<file path="src/rtl/dcache_fill_fsm.sv">
// D-cache miss-fill controller: fetches a whole block from main memory, streams words into the
// data array, writes the tag last. Define DCACHE_FILL_CRIT_FIRST_EN for critical-word-first order.
`timescale 1ns/1ps

module dcache_fill_fsm #(
    parameter int unsigned WORDS_PER_BLOCK = 8,
    parameter int unsigned ADDR_W          = 16
) (
    input  logic                               clk,
    input  logic                               rst,
    input  logic                               miss_detected,
    input  logic [ADDR_W-1:0]                  miss_address,
    input  logic                               mem_data_valid,
    input  logic [ADDR_W-1:0]                  mem_data_in,
    output logic                               fsm_busy,
    output logic                               mem_rd_en,
    output logic [ADDR_W-1:0]                  mem_addr,
    output logic                               data_array_we,
    output logic [$clog2(WORDS_PER_BLOCK)-1:0] data_array_word,
    output logic [ADDR_W-1:0]                  fill_data,
    output logic                               tag_array_we,
    output logic                               crit_word_rdy,
    output logic                               fill_done
);

    localparam int unsigned     IdxW     = $clog2(WORDS_PER_BLOCK);
    localparam int unsigned     BlkW     = ADDR_W - IdxW - 1;
    localparam logic [IdxW:0]   NumWords = (IdxW + 1)'(WORDS_PER_BLOCK);
    localparam logic [IdxW-1:0] LastIdx  = IdxW'(WORDS_PER_BLOCK - 1);

    typedef enum logic [0:0] {StIdle, StFill} state_e;

    state_e          state_q, state_d;
    logic [IdxW:0]   issue_cnt_q, issue_cnt_d;
    logic [IdxW-1:0] recv_cnt_q, recv_cnt_d;
    logic [BlkW-1:0] blk_q, blk_d;
    logic [IdxW-1:0] req_q, req_d;

    logic            in_fill;
    logic            last_word;
    logic [IdxW-1:0] issue_word;
    logic [IdxW-1:0] recv_word;

    always_ff @(posedge clk or posedge rst) begin
        if (rst) begin
            state_q     <= StIdle;
            issue_cnt_q <= '0;
            recv_cnt_q  <= '0;
            blk_q       <= '0;
            req_q       <= '0;
        end else begin
            state_q     <= state_d;
            issue_cnt_q <= issue_cnt_d;
            recv_cnt_q  <= recv_cnt_d;
            blk_q       <= blk_d;
            req_q       <= req_d;
        end
    end

    always_comb begin
        state_d     = state_q;
        issue_cnt_d = issue_cnt_q;
        recv_cnt_d  = recv_cnt_q;
        blk_d       = blk_q;
        req_d       = req_q;
        case (state_q)
            StIdle: begin
                if (miss_detected) begin
                    state_d     = StFill;
                    blk_d       = miss_address[ADDR_W-1 -: BlkW];
                    req_d       = miss_address[IdxW:1];
                    issue_cnt_d = '0;
                    recv_cnt_d  = '0;
                end
            end
            StFill: begin
                if (mem_rd_en) issue_cnt_d = issue_cnt_q + (IdxW + 1)'(1);
                if (data_array_we) recv_cnt_d = recv_cnt_q + IdxW'(1);
                // Misses arriving while filling are dropped; a held miss re-triggers from idle.
                if (last_word) begin
                    state_d     = StIdle;
                    issue_cnt_d = '0;
                    recv_cnt_d  = '0;
                end
            end
            default: state_d = StIdle;
        endcase
    end

    always_comb begin
        in_fill = (state_q == StFill);
`ifdef DCACHE_FILL_CRIT_FIRST_EN
        issue_word = req_q + issue_cnt_q[IdxW-1:0];
        recv_word  = req_q + recv_cnt_q;
`else
        issue_word = issue_cnt_q[IdxW-1:0];
        recv_word  = recv_cnt_q;
`endif
        fsm_busy        = in_fill;
        mem_rd_en       = in_fill && (issue_cnt_q < NumWords);
        mem_addr        = mem_rd_en ? {blk_q, issue_word, 1'b0} : '0;
        // Memory returns in order, so the receive count alone identifies the word.
        data_array_we   = in_fill && mem_data_valid;
        data_array_word = in_fill ? recv_word : '0;
        fill_data       = mem_data_in;
        last_word       = data_array_we && (recv_cnt_q == LastIdx);
        tag_array_we    = last_word;
        fill_done       = last_word;
        crit_word_rdy   = data_array_we && (recv_word == req_q);
    end

endmodule

</file>
<file path="config.mk">
export PLATFORM = sky130hd
export DESIGN_NAME = dcache_fill_fsm
export DESIGN_NICKNAME = d
export VERILOG_FILES = /design/src/rtl/dcache_fill_fsm.sv
export SDC_FILE = /design/constraint.sdc
export NUM_CORES = 1
export LEC_CHECK = 0
export CELL_PAD_IN_SITES_DETAIL_PLACEMENT = 1
export CELL_PAD_IN_SITES_GLOBAL_PLACEMENT = 1
export CORE_MARGIN = 8
export CORE_UTILIZATION = 26
export DETAILED_ROUTE_END_ITERATION = 12
export PLACE_DENSITY_LB_ADDON = 0.15
export SYNTH_ARGS = -nofsm -noshare
export SYNTH_HDL_FRONTEND = slang
export SYNTH_SLANG_ARGS = --single-unit
export TNS_END_PERCENT = 50
</file>
<file path="constraint.sdc">
create_clock -name clk -period 1.9 [get_ports clk]
set_clock_uncertainty 0.1 [all_clocks]
set_input_delay 0.475 -clock clk [delete_from_list [all_inputs] [get_ports clk]]
set_output_delay 0.475 -clock clk [all_outputs]
set_load 0.03 [all_outputs]
</file>
==> metrics.md <==
| Metric | Value |
|---|---|
| Critical path type | register to primary output |
| Nets | about 230 |
| Synth area leader | dfrtp_1 |
| Clk sink count | 23 |
| Max Freq | approximately 520 MHz |
| PortBufs | between 40 and 50 |
| Initial antenna violation count | 0 |
| Status | finished with violations |
| Reg-to-Reg Start | recv_cnt_q[1] |
| Hold wc startpoint | blk_q[6] |
| Core Util, Final | 0.382 |
| Synth Register Bits | 23 |
| TNS Setup | -0.0346 ns |
| Initial drt markers | 37 |
| Die area | approximately 7600 µm² |
| DIE HEIGHT | about 87 µm |
| Worst-path clk slew | about 0.08 ns |
| MaxCap Viol Count | 0 |
| Crit share post-route | 1.01 |
| Routed vias | roughly 1,100 |
| # setup viols final | 2 |
| Max clock buf depth | 2 |
| Final instance count without filler cells | approximately 260 |
| IO Count | a little under 80 |
| Die W | between 80 and 90 µm |
| Critical Path Source | recv_cnt_q[1] |
| WHS | about 0.37 ns |
| Largest net degree at the start of global routing | 24 |
| Number of vias per cell | 4.23 |
| Cells after DPL | 250 |
| Syn Std Cell Area | 1320 µm² |
| TritonCTS buffer count | 3 |
| Syn avg cell area | about 8.6 µm² |
| Pwr Density | roughly 1700 nW/µm² |
| Highest ir drop seen on vdd | between 0.0006 and 0.0007 V |
| CP max-delay cell | dfrtp_1 |
| Top post-synthesis cells by area | dfrtp_1 (44%), nand2_1 (13%), buf_4 (10%) |
| CTS tree | built |
| Worst setup SP type | register |
| H-tree level count | 1 |
| Synth Net Count | between 150 and 200 |
| Post-layout min period | 1.92 ns |
| Synth Warn # | 0 |
| Synth unique cells | 27 |
| Final Hold Vio Count | 0 |
| Root Buffer Master | clkbuf_8 |
| Area grow syn2layout | 45.1% |
| Initial Util | 0.263 |
| Syn Inst Count | ~150 |
| GRT Util Overall | 0.105 |
| WL per Instance | ~14 µm |
| Sequential area share after synthesis | 0.436 |
| Fillers | approximately 600 |
| Critical Path RT | about 1.3 ns |
| Antenna-violating nets left | 0 |
| Vias in the first global route | about 1,300 |
| Metal-1 WL | 1600 µm |
| WL met3 | between 400 and 500 µm |
| Hold Crit Class | register to register |
| Met2 wire length | 1740 µm |
| Core Area | between 5000 and 6000 µm² |
| Std-Cell Rows | 26 |
| GPL Wtd Cong | between 0.7 and 0.8 |
| First-pass GRT wire length | between 6000 and 7000 µm |
| Top Layer Used | met4 |
| Diodes inserted | 0 |
| Lkg Pwr | ~0.00095 µW |
| Fin. max-slew vios | 0 |
| GRT Residual Overflow | 0 |
| Ratio of cells with drive above 1 in the final layout | 0.319 |
| Dpl hpwl | about 2900 µm |
| CP cell instances | ha_2, ha_4, and3_4, buf_6 |
| Setup ws final | -0.0175 ns |
| Failing checks | setup timing |
| Top-area cell type share of the netlist area | 0.436 |
| Worst-skew pair later-pin latency | about 0.26 ns |
| RSZ-0062 raised after global routing | true |
| DR DRC count | 0 |
| CP max FO | 3 |
| DR pass1 iterations | 4 |
| Setup crit end kind | primary output |
| CP arrival | ~1.3 ns |
| Final wirelength | roughly 3800 µm |
| CP peak stage delay | about 0.42 ns |
## stage by stage
stage                     worst slack (ns)  instance area [µm²]  power (µW)
after global placement              -0.203                 1670        2610
after detailed placement            -0.229                 1670        2670
final                              -0.0175                 1910        3310
after global routing               -0.0718                 1910        3580
after floorplan                    -0.0201                 1340        2090
after CTS                          -0.0832                 1820        3170
## timing repair
item,CTS,global route
resized for setup,18,25
buffers inserted,5,1
hold endpoints to repair,0,0
endpoints found under the setup margin,21,22
hold buffers,0,0
cloned,1,0
pin swaps,1,5
## synth_stat cells
cell type / number
ha_1: 3
nand2b_1: 4
dfrtp_1: 23
and2b_1: 1
o21ai_0: 4
buf_4: 18
nor2_1: 2
nand4_1: 1
inv_1: 5
or2_2: 1
a21boi_4: 1
o21ai_1: 2
nand2_1: 47
a21o_1: 1
nor2b_1: 2
o31ai_1: 1
buf_2: 3
buf_6: 3
nor4_1: 1
xor2_1: 3
and3_1: 1
nand3_1: 4
conb_1: 1
and2_1: 18
and3b_1: 1
a22o_1: 1
a21oi_1: 1
## layout make-up
cell class / instances / area (µm²) / share of cell area
clock buffers: 3 / 41.3 / 0.0216
inverters: 5 / 18.8 / 0.00981
well taps: 70 / 87.6 / 0.0458
clock inverters: 1 / 5.00 / 0.00262
multi-input cells: 102 / 614 / 0.321
flip-flops and latches: 23 / 578 / 0.302
repair buffers: 57 / 568 / 0.297
## path summary, 6_finish.rpt
kind | to | slack, ns | cells past startpoint
setup / recovery | fill_done | -0.02 | 4
hold / removal | blk_q[6] | 0.37 | 2
setup reg to reg | issue_cnt_q[0] | 0.15 | 7
hold reg to reg | blk_q[6] | 0.37 | 2
max in group asynchronous | recv_cnt_q[2] | 0.99 | 3
min in group asynchronous | blk_q[8] | 0.47 | 3
## layer usage
layer	up-vias	track usage
met1	524	0.117
met5	-	0
met3	2	0.0538
met2	44	0.175
li1	534	-
met4	0	0.0188
## report_power, final
| group | leakage, µW | switching, µW | internal [µW] |
|---|---|---|---|
| Clock | 0.0000255 | 158 | 146 |
| Sequential | 0.000282 | 170 | 719 |
| Combinational | 0.000639 | 1120 | 997 |
| Total | 0.000947 | 1450 | 1860 |
## critical path: cells and delay by family, from the launching register on
kind	cells	cell delay, ns
adders and majority gates	2	0.38
and+or+nand+nor	1	0.15
buffers and inverters	1	0.13
DFF	1	0.42
## cell usage in the layout, fill, tap and decap left out, types with 4 or more instances in the layout
| cell type | instances |
|---|---|
| nand2_1 | 46 |
| buf_6 | 22 |
| dfrtp_1 | 21 |
| clkdlybuf4s50_1 | 17 |
| buf_4 | 15 |
| and2_1 | 10 |
| and2_4 | 7 |
| inv_1 | 5 |
| nand2b_1 | 4 |
| nand3_1 | 4 |
| o21ai_0 | 4 |
## state kept, by name, indices dropped and copies added (netlist names)
name,flops
fsm_busy,1
issue_cnt_q,4
recv_cnt_q,3
req_q,3
blk_q,12
## cells by family after synthesis
logic type / synth area share
AO/OA/AOI/OAI: 0.0588
XOR/XNOR: 0.0199
adder cells (fa/ha/maj): 0.0285
buffers and inverters: 0.154
flip-flops: 0.436
other: 0.00284
AND/OR/NAND/NOR: 0.300
No activity file was read; power rests on OpenSTA's default activity.
